<file path="config.mk">
export PLATFORM = sky130hd
export DESIGN_NAME = wb_bus_arbiter
export DESIGN_NICKNAME = d
export VERILOG_FILES = /design/src/rtl/wb_bus_arbiter.sv
export SDC_FILE = /design/constraint.sdc
export NUM_CORES = 1
export LEC_CHECK = 0
export BUFFER_PORTS_ARGS = -buffer_cell sky130_fd_sc_hd__buf_2
export CORE_AREA = 5 5 42 44
export CTS_BUF_LIST = sky130_fd_sc_hd__clkbuf_16
export DETAILED_ROUTE_END_ITERATION = 10
export DIE_AREA = 0 0 47 49
export GPL_ROUTABILITY_DRIVEN = 1
export GPL_TIMING_DRIVEN = 0
export PLACE_DENSITY = 0.57
export SYNTH_ARGS = -nofsm -noshare
export SYNTH_HDL_FRONTEND = slang
export SYNTH_SLANG_ARGS = --single-unit
</file>
<file path="constraint.sdc">
create_clock -name clk_i -period 3.1 [get_ports clk_i]
set_clock_uncertainty 0.1 [all_clocks]
set_input_delay 0.31 -clock clk_i [delete_from_list [all_inputs] [get_ports clk_i]]
set_output_delay 0.31 -clock clk_i [all_outputs]
set_load 0.02 [all_outputs]
</file>
<file path="src/rtl/wb_bus_arbiter.sv">
// wb_bus_arbiter
//   Round-robin arbiter that shares one Wishbone bus among NUM_MASTERS masters.
//   It issues a registered one-hot grant and holds it for the whole cycle, while the owner's
//   cyc stays high. Between owners it inserts one idle turnaround cycle.
//
// Ports
//   clk_i          bus clock; all logic on the rising edge
//   rst_i          synchronous reset, active-high
//   cyc_i          per-master cyc request
//   gnt_o          one-hot grant; all-zero when the bus is idle
//   gnt_idx_o      index of the current owner; valid when busy_o=1
//   busy_o         bus owned by some master
//   timeout_err_o  1-cycle pulse on forced release (tied 0 without WB_ARB_TIMEOUT_EN)
//
// Optional feature: define WB_ARB_TIMEOUT_EN to enable the hold-time watchdog. With it, a
// master holding the bus for TIMEOUT_CYCLES cycles is forced off. That master is then masked
// from arbitration until it drops cyc_i for at least one cycle.

module wb_bus_arbiter #(
  parameter int unsigned NUM_MASTERS    = 2,
  parameter int unsigned TIMEOUT_CYCLES = 256
) (
  input  logic                           clk_i,
  input  logic                           rst_i,
  input  logic [NUM_MASTERS-1:0]         cyc_i,
  output logic [NUM_MASTERS-1:0]         gnt_o,
  output logic [$clog2(NUM_MASTERS)-1:0] gnt_idx_o,
  output logic                           busy_o,
  output logic                           timeout_err_o
);

  localparam int unsigned IdxW = $clog2(NUM_MASTERS);

  typedef enum logic [1:0] {StIdle, StBusy, StTurn} state_e;

  state_e                 r_state, w_state_d;
  logic [NUM_MASTERS-1:0] r_gnt, w_gnt_d;
  logic [IdxW-1:0]        r_idx, w_idx_d;
  logic [IdxW-1:0]        r_last, w_last_d;
  logic                   r_busy, w_busy_d;
  logic [NUM_MASTERS-1:0] w_req;
  logic [IdxW-1:0]        w_pick;
  logic                   w_found;

`ifdef WB_ARB_TIMEOUT_EN
  localparam int unsigned CntW = $clog2(TIMEOUT_CYCLES + 1);

  logic [CntW-1:0]        r_cnt, w_cnt_d;
  logic [NUM_MASTERS-1:0] r_mask, w_mask_d;
  logic                   r_tmo, w_tmo_d;

  assign w_req = cyc_i & ~r_mask;
`else
  assign w_req = cyc_i;
`endif

  // Search upward from last_owner+1 with wrap-around. As a result, the master that released
  // most recently is examined last.
  always_comb begin
    int unsigned w_sum;
    w_found = 1'b0;
    w_pick  = '0;
    for (int unsigned k = 1; k <= NUM_MASTERS; k++) begin
      w_sum = 32'(r_last) + k;
      if (w_sum >= NUM_MASTERS) begin
        w_sum = w_sum - NUM_MASTERS;
      end
      if (!w_found && w_req[w_sum]) begin
        w_found = 1'b1;
        w_pick  = IdxW'(w_sum);
      end
    end
  end

  always_comb begin
    w_state_d = r_state;
    w_gnt_d   = r_gnt;
    w_idx_d   = r_idx;
    w_last_d  = r_last;
    w_busy_d  = r_busy;
`ifdef WB_ARB_TIMEOUT_EN
    w_cnt_d   = r_cnt;
    w_tmo_d   = 1'b0;
    // A mask bit clears once its master has been seen with cyc low.
    w_mask_d  = r_mask & cyc_i;
`endif
    unique case (r_state)
      StIdle: begin
        if (w_found) begin
          w_gnt_d         = '0;
          w_gnt_d[w_pick] = 1'b1;
          w_idx_d         = w_pick;
          w_busy_d        = 1'b1;
          w_state_d       = StBusy;
`ifdef WB_ARB_TIMEOUT_EN
          w_cnt_d         = '0;
`endif
        end
      end
      StBusy: begin
        if (!cyc_i[r_idx]) begin
          w_gnt_d   = '0;
          w_busy_d  = 1'b0;
          w_last_d  = r_idx;
          w_state_d = StTurn;
        end
`ifdef WB_ARB_TIMEOUT_EN
        else if (r_cnt == CntW'(TIMEOUT_CYCLES - 1)) begin
          w_gnt_d         = '0;
          w_busy_d        = 1'b0;
          w_last_d        = r_idx;
          w_tmo_d         = 1'b1;
          w_mask_d[r_idx] = 1'b1;
          w_state_d       = StTurn;
        end else begin
          w_cnt_d = r_cnt + 1'b1;
        end
`endif
      end
      StTurn: begin
        // Dead cycle: requests are not looked at here.
        w_state_d = StIdle;
      end
      default: begin
        w_state_d = StIdle;
        w_gnt_d   = '0;
        w_busy_d  = 1'b0;
      end
    endcase
  end

  always_ff @(posedge clk_i) begin
    if (rst_i) begin
      r_state <= StIdle;
      r_gnt   <= '0;
      r_idx   <= '0;
      r_last  <= IdxW'(NUM_MASTERS - 1);
      r_busy  <= 1'b0;
`ifdef WB_ARB_TIMEOUT_EN
      r_cnt   <= '0;
      r_mask  <= '0;
      r_tmo   <= 1'b0;
`endif
    end else begin
      r_state <= w_state_d;
      r_gnt   <= w_gnt_d;
      r_idx   <= w_idx_d;
      r_last  <= w_last_d;
      r_busy  <= w_busy_d;
`ifdef WB_ARB_TIMEOUT_EN
      r_cnt   <= w_cnt_d;
      r_mask  <= w_mask_d;
      r_tmo   <= w_tmo_d;
`endif
    end
  end

  assign gnt_o     = r_gnt;
  assign gnt_idx_o = r_idx;
  assign busy_o    = r_busy;
`ifdef WB_ARB_TIMEOUT_EN
  assign timeout_err_o = r_tmo;
`else
  assign timeout_err_o = 1'b0;
`endif

endmodule

</file>
==> metrics.md, run 1 <==
| Metric | Value |
|---|---|
| Largest net degree at the start of global routing | 9 |
| Post-Layout Cell Count | 63 |
| Hold WC Path Type | input pin to flop |
| CTS tree | done |
| 1st-pass router iterations | 4 |
| Count of final hold-check violations | 0 |
| Max Slew Vio Count | 0 |
| Overflow after GRT | 0 |
| Peak Freq | slightly below 0.8 GHz |
| Core Util, Final | 0.354 |
| Post-Syn Nets | 40 |
| Post-CTS Setup Inserts | 0 |
| Final Net Count | 52 |
| Status | complete, no violations |
| Worst-case clock buffer depth | 2 |
| Top cells by area, synth | dfxtp_1 (39%), o21bai_4 (5.2%), o32ai_2 (4.5%) |
| Placeable Area | 1400 um^2 |
| CP Max Fanout | 6 |
| Area grow syn2layout | 36.9% |
| LEAKAGE | approximately 0.22 nW |
| Hpwl dp | between 500 and 600 um |
| Reg2Reg Setup Slack | around 1.8 ns |
| Netlist cell types | 23 |
| Initial antenna violation count | 0 |
| Die height | a little under 50 um |
| R2R cell count | 3 |
| First-pass GRT wire length | between 1000 and 1500 um |
| Reg-to-reg endpoint | busy_o |
| Slowest stage delay, CP | 0.41 ns |
| Die area | 2300 um^2 |
| TritonCTS Buffers | 3 |
| R2R Path Start | gnt_idx_o |
| CP max-delay cell | dfxtp_1 |
| Number of global-route vias before repair | 281 |
| Resize count post-CTS | 0 |
| Port bufs | 7 |
| DR iter-0 viols | 3 |
| Ant diodes | 0 |
| Crit path kind | flop to flop |
| Mapped cell area | roughly 360 um^2 |
| Final instance area | slightly below 500 um^2 |
| Routed via count | a little over 300 |
| Startpoint Class | flop |
| RSZ-0062 raised after global routing | no |
| Root Driver | clkbuf_16 |
| Post-synth top area share | 0.386 |
| Setup TNS | 0 ns |
| Mean Syn Cell Area | just over 10 um^2 |
| Setup violators final | 0 |
| CP required | roughly 3.1 ns |
| Placed insts | between 50 and 60 |
| Clk slew on worst S/H paths | ~0.040 ns |
| H-tree depth | 1 |
| Yosys warning count | 0 |
| Pwr Density | roughly 740 nW/um^2 |
| Sink Count | 7 |
| Hold Buf Count CTS | 0 |
| Routability congestion estimate from global placement | ~0.76 |
| Die W | ~47 um |
| Leading area contributor after synthesis | dfxtp_1 |
| Vias per Instance | between 4 and 5 |
| DR DRC count | 0 |
| Post-synthesis cell count | 36 |
| Crit path arrival time | between 1 and 1.5 ns |
| DRT antenna net count | 0 |
| Hold wc startpoint | rst_i |
| Total GRT Usage | 0.0795 |
| Hold Crit Depth | 2 |
| Routed WL | 752 um |
| Initial Util | 0.259 |
| WL/cell | ~12 um |
| Final Cycle Share | 0.414 |
| Skew-Pair Late Insertion Delay | around 0.23 ns |
| Crit. End Element | flop |
| Std-Cell Rows | 14 |
| Area post-placement | about 420 um^2 |
| #FFs+latches synth | 7 |
| Max_cap viols | 0 |
| Layout cells sized above 1 | 0.383 |
| Sequential share of the synthesized area | 0.386 |
| Min-Delay Endpoint | gnt_idx_o |
| Min Tclk post-route | roughly 1.3 ns |
| IO Pins | 9 |
| Max IR drop VDD | 0.000222 V |
| Critical-path cell list | mux2_4, a22oi_2, o21ai_0 |
routing by layer:
| layer | track usage | routed length (um) |
|---|---|---|
| met2 | 0.106 | 337 |
| met4 | 0.0829 | 40 |
| met3 | 0.0221 | 56 |
| met5 | 0 | 0 |
| met1 | 0.0919 | 317 |
per-stage QoR:
step	hold slack, ns	total power, mW	worst slack, ns
after floorplan	0.279	0.139	1.77
after global placement	0.366	0.153	1.82
after detailed placement	0.373	0.153	1.81
after CTS	0.255	0.372	1.82
after global routing	0.266	0.386	1.74
final	0.256	0.369	1.82
worst max-delay path: cells and delay by family (launching register included):
kind	cells	cell delay [ns]
compound gates	2	0.31
flops	1	0.41
mux	1	0.34
layout make-up:
class	instances	area, um^2
inverters	4	15.0
multi-input cells	24	200
flip-flops and latches	7	140
well taps	16	20.0
clock buffers	3	75.1
fillers	150	905
clock inverters	1	3.75
repair buffers	7	35.0
plain buffers	1	7.51
flip-flops by register name (all words and copies together), names as in the netlist:
name,cells
r_state,2
r_last,1
gnt_o,2
gnt_idx_o,1
busy_o,1
power by group:
group          total [mW]  switching (mW)  internal [mW]
Combinational      0.0466          0.0259         0.0206
Sequential          0.106         0.00766         0.0987
Clock               0.216          0.0484          0.168
Total               0.369          0.0820          0.287
cell usage in the layout (no fill, tap or decap), drive strengths merged, types with 2 or more instances in the layout:
master  n
buf     8
a21oi   3
clkbuf  3
dfxtp   7
o21bai  2
o21ai   3
inv     5
nand3   2
cell usage after synthesis, drive strengths merged:
cell type and count:
a31oi 1, o21bai 2, o32ai 1, and2b 1, and3 1, nand2b 1, o21ai 3, a21boi 1
inv 4, a22oi 1, or3b 1, nand3b 1, dfxtp 7, a21oi 3, or3 1, nor4 1
mux2 1, conb 1, nand3 2, buf 1, a2111oi 1
logic make-up after synthesis:
family | after synthesis | share of synthesized area
flops | 7 | 0.386
other cells | 1 | 0.0103
compound gates | 13 | 0.324
buf+inv | 5 | 0.0621
mux | 1 | 0.0414
simple gates | 9 | 0.176
worst max-delay path by stage:
| stage | start | end | slack (ns) |
|---|---|---|---|
| 2_1_floorplan | gnt_idx_o | busy_o | 1.77 |
| 3_3_place_gp | cyc_i[0] | busy_o | 1.82 |
| 3_5_place_dp | cyc_i[0] | busy_o | 1.81 |
| 4_1_cts | gnt_idx_o | busy_o | 1.82 |
| 5_1_grt | gnt_idx_o | busy_o | 1.74 |
| 6_report | gnt_idx_o | busy_o | 1.82 |
Note: power is estimated with default switching activity, not from simulation.
==> inputs of run 2 (changes only) <==
- clock period: 3.1 -> 1.2 ns (I/O delays scaled with it)
==> run 2 against run 1 <==
  * First-iteration DRC count increased by 100%
  * Critical path depth unchanged
  * Power increased to 2.6 times the previous value
  * Count of clock-buffer cells in the layout unchanged
  * Via count increased by 0.33%
  * Combinational power increased to 2.7 times the previous value
  * Die area unchanged
  * Worst setup slack got worse by 1.8 ns
  * Routed wire length decreased by 2.0%
  * Core utilization increased by 1.5 points
  * Highest routed layer unchanged
==> metrics.md, run 2 (synthesis results as in run 1) <==
| Metric | Value |
|---|---|
| Largest net degree at the start of global routing | 9 |
| Peak Freq | about 0.87 GHz |
| H-tree depth | 1 |
| DR DRC count | 0 |
| Max IR drop VDD | about 0.0012 V |
| Die W | 47 um |
| Setup violators final | 0 |
| Initial Util | 0.259 |
| Final critical-path setup slack | 0.0472 ns |
| Count of final hold-check violations | 0 |
| DR iter-0 viols | 6 |
| Layout cells sized above 1 | 0.469 |
| Hold Buf Count CTS | 0 |
| IO Pins | 9 |
| DRT antenna net count | 0 |
| Crit path kind | flop to flop |
| Placed insts | around 60 |
| Sink Count | 7 |
| Pre-CTS WS | between 0.004 and 0.005 ns |
| Hold slack | between 0.06 and 0.07 ns |
| CP required | 1.21 ns |
| Area grow syn2layout | 42.8% |
| Clk slew on worst S/H paths | about 0.04 ns |
| Min Tclk post-route | about 1.2 ns |
| Status | complete, no violations |
| Final Cycle Share | 0.961 |
| Ant diodes | 0 |
| WL/cell | roughly 11 um |
| Port bufs | 7 |
| Vias per Instance | between 4 and 5 |
| Most frequent cells in the layout | buf_2 (7), inv_1 (5), dfxtp_1 (4) |
| Max_cap viols | 0 |
| Final Net Count | 54 |
| Overflow after GRT | 0 |
| Pwr Density | 1840 nW/um^2 |
| Max Slew Vio Count | 0 |
| Total GRT Usage | 0.0855 |
| Die height | 49 um |
| CTS tree | done |
| Std-Cell Rows | 14 |
| 1st-pass router iterations | 3 |
| Pwr Total | 0.955 mW |
| Root Driver | clkbuf_16 |
| Die area | between 2000 and 2500 um^2 |
| TritonCTS Buffers | 3 |
| Hold WC Path Type | input pin to flop |
| Placeable Area | between 1000 and 1500 um^2 |
| Routed WL | between 700 and 800 um |
| Routability congestion estimate from global placement | 0.783 |
| Hpwl dp | about 550 um |
| Post-Layout Cell Count | 65 |
| Crit. End Element | flop |
| Core Util, Final | 0.370 |
| RSZ-0062 raised after global routing | yes |
| Crit path arrival time | between 1 and 1.5 ns |
| Initial antenna violation count | 0 |
| Number of global-route vias before repair | ~300 |
| Startpoint Class | flop |
| CP Max Fanout | 3 |
| Commonest non-fill, non-tap cell in the layout | buf_2 |
| Skew-Pair Late Insertion Delay | approximately 0.23 ns |
| LEAKAGE | 0.229 nW |
| First-pass GRT wire length | 1310 um |
| Routed via count | about 310 |
| Worst-case clock buffer depth | 2 |
==> run 2: stage by stage <==
stage	instance area (um^2)	TNS [ns]
2_1_floorplan	367	0
3_3_place_gp	422	-0.00405
3_5_place_dp	422	0
4_1_cts	508	0
5_1_grt	518	-0.00373
6_report	518	0
==> run 2: worst paths after layout <==
path         cells after the start  startpoint          to  slack [ns]
max                              3   gnt_idx_o    gnt_o[0]        0.05
min                              2       rst_i   gnt_idx_o        0.06
max reg2reg                      3   gnt_idx_o    gnt_o[0]        0.05
min reg2reg                      1  r_state[1]  r_state[0]        0.35
==> run 2: routing by layer <==
layer,track usage,up-vias,share of wire
li1,-,154,-
met1,0.102,144,0.45
met2,0.0950,8,0.45
met3,0.0701,2,0.077
met4,0.0645,0,0.026
met5,0,-,0
==> run 2: timing repair <==
action | in CTS | in global routing
pin swaps | 1 | 1
endpoints found under the setup margin | 1 | 3
gates resized for setup | 1 | 2
setup buffers | 1 | 1
gates cloned | 0 | 0
==> run 2: cell type report <==
class,instances,area (um^2)
inverter,4,15.0
clock buffer,3,75.1
timing repair buffer,9,50.0
clock inverter,1,3.75
tap,16,20.0
buffer,1,7.51
multi-input combinational,24,200
sequential,7,146
fill,146,883
==> run 2: critical path, stage by stage, from the launching register on <==
cell and delay (ns):
dfxtp_4 0.34, mux2_4 0.31, a22oi_2 0.19, o32ai_2 0.09
==> run 2: power breakdown <==
| part | switching (mW) | internal, mW | leakage (nW) |
|---|---|---|---|
| Clock | 0.121 | 0.433 | 0.0423 |
| Sequential | 0.0172 | 0.255 | 0.0592 |
| Combinational | 0.0692 | 0.0593 | 0.127 |
==> inputs of run 3 (changes only) <==
- CAP_MARGIN: not set -> 40
- PLACE_DENSITY: 0.57 -> 0.59
- clock period: 1.2 -> 1 ns (I/O delays scaled with it)
==> run 3 against run 2 <==
  * Cell area is 4.3% higher
  * Critical path depth is 1 higher
  * Fmax is 1.7% lower
  * The flow now finishes with violations (setup timing)
  * Worst setup slack worse by 0.22 ns
  * Non-clock buffer count stayed put
  * Combinational power is 30% higher
  * Hold slack worse by 0.015 ns
==> metrics.md, run 3 (synthesis results as in run 1) <==
| Metric | Value |
|---|---|
| H-tree depth | 1 |
| Commonest non-fill, non-tap cell in the layout | buf_2 |
| Final critical-path setup slack | -0.173 ns |
| Clk slew on worst S/H paths | ~0.04 ns |
| Largest net degree at the start of global routing | 9 |
| Switching portion of total power | 0.223 |
| Sink Count | 7 |
| Most frequent cells in the layout | buf_2 (6), inv_1 (4), dfxtp_1 (4) |
| Area grow syn2layout | 49.0% |
| Pwr Density | between 2000 and 2500 nW/um^2 |
| Count of final hold-check violations | 0 |
| Total GRT Usage | 0.0804 |
| Routed WL | about 760 um |
| Psw | approximately 0.26 mW |
| Die area | 2300 um^2 |
| Max Slew Vio Count | 0 |
| Final Net Count | between 50 and 60 |
| Initial Util | 0.259 |
| Post-Layout Cell Count | between 60 and 70 |
| Max IR drop VDD | 0.000840 V |
| Crit path arrival time | 1.18 ns |
| CP max-delay cell | dfxtp_4 |
| Min Tclk post-route | 1.17 ns |
| Logic pwr share | 0.143 |
| Routed via count | between 300 and 400 |
| Port bufs | 7 |
| Hold Buf Count CTS | 0 |
| DRT antenna net count | 0 |
| 1st-pass router iterations | 1 |
| Clock power frac | 0.576 |
| Initial antenna violation count | 0 |
| Hold slack | about 0.047 ns |
| Worst Setup SP | gnt_idx_o |
| Status | finished with violations |
| Critical-path cell list | mux2_4, buf_4, nand3_1, a31oi_1 |
| Final instance area | 541 um^2 |
| Std-Cell Rows | 14 |
| RSZ-0062 raised after global routing | yes |
| Hold WC Path Type | input pin to flop |
| Hpwl dp | 531 um |
| Max_cap viols | 0 |
| Layout cells sized above 1 | 0.551 |
| Peak Freq | approximately 0.85 GHz |
| CTS tree | done |
| Worst-case clock buffer depth | 2 |
| DR DRC count | 0 |
| FILL cells | 155 |
| Setup violators final | 8 |
| DR iter-0 viols | 0 |
| R2R Path Start | gnt_idx_o |
| Placed insts | about 60 |
| IO Pins | 9 |
| Hold wc startpoint | rst_i |
| Die W | between 40 and 50 um |
| CP Max Fanout | 2 |
| Flop pwr share | 0.281 |
| Vias per Instance | between 4 and 5 |
| Pint | about 0.9 mW |
| Routability congestion estimate from global placement | 0.707 |
| Ant diodes | 0 |
| Failing checks | setup timing |
| Slowest stage delay, CP | between 0.3 and 0.4 ns |
| CP required | about 1 ns |
| First-pass GRT wire length | about 1300 um |
| WL/cell | between 10 and 15 um |
| Area post-placement | roughly 420 um^2 |
| Setup TNS | -0.794 ns |
| TritonCTS Buffers | 3 |
| Crit path kind | flop to flop |
| Placeable Area | roughly 1400 um^2 |
| Overflow after GRT | 0 |
| Number of global-route vias before repair | about 300 |
| Root Driver | clkbuf_16 |
| Crit. End Element | flop |
| Die height | between 40 and 50 um |
| LEAKAGE | 0.230 nW |
| Skew-Pair Late Insertion Delay | about 0.23 ns |
| Final Cycle Share | 1.17 |
| Startpoint Class | flop |
-- run 3: layer usage --
metal	vias up	global-route usage	wire, um
li1	156	-	-
met1	146	0.0971	302
met2	8	0.104	367
met3	2	0.0664	74
met4	0	0.0276	14
met5	-	0	0
-- run 3: power by group through the flow --
stage | Combinational [mW] | Sequential [mW] | Clock, mW
final | 0.166 | 0.327 | 0.670
after floorplan | 0.0861 | 0.346 | 0
after global routing | 0.182 | 0.331 | 0.699
after detailed placement | 0.143 | 0.333 | 0
after global placement | 0.143 | 0.333 | 0
after CTS | 0.157 | 0.325 | 0.682
-- run 3: metrics by stage --
step	utilization	setup WS [ns]	power [mW]
2_1_floorplan	-	-0.195	0.432
5_1_grt	0.386	-0.206	1.21
3_5_place_dp	0.303	-0.201	0.476
6_report	0.386	-0.173	1.16
4_1_cts	0.376	-0.179	1.16
3_3_place_gp	0.303	-0.202	0.475
-- run 3: area by class of cell --
class,count,area (um^2),area share
multi-input combinational,24,214,0.396
sequential,7,149,0.275
clock buffer,3,75.1,0.139
timing repair buffer,9,56.3,0.104
tap,16,20.0,0.0370
inverter,4,15.0,0.0278
buffer,1,7.51,0.0139
clock inverter,1,3.75,0.00694
-- run 3: worst paths after layout --
check | endpoint | slack (ns) | cells after the start
setup reg to reg | gnt_o[1] | -0.17 | 4
hold reg to reg | busy_o | 0.36 | 2
hold / removal | gnt_idx_o | 0.05 | 2
setup / recovery | gnt_o[1] | -0.17 | 4
-- run 3: repair_timing --
item                                   4_1_cts  5_1_grt
buffers inserted                             2        0
setup endpoints to repair                    6        8
pin swaps                                    2        1
resized for setup                            3        5
endpoints found under the hold margin        0        0
-- run 3: critical path: cells and delay by family, from the launching register on --
| family | cells | cell delay, ns |
|---|---|---|
| AND/OR/NAND/NOR | 1 | 0.09 |
| multiplexers | 1 | 0.30 |
| buffers and inverters | 1 | 0.14 |
| AO/OA/AOI/OAI | 1 | 0.08 |
| flip-flops | 1 | 0.34 |
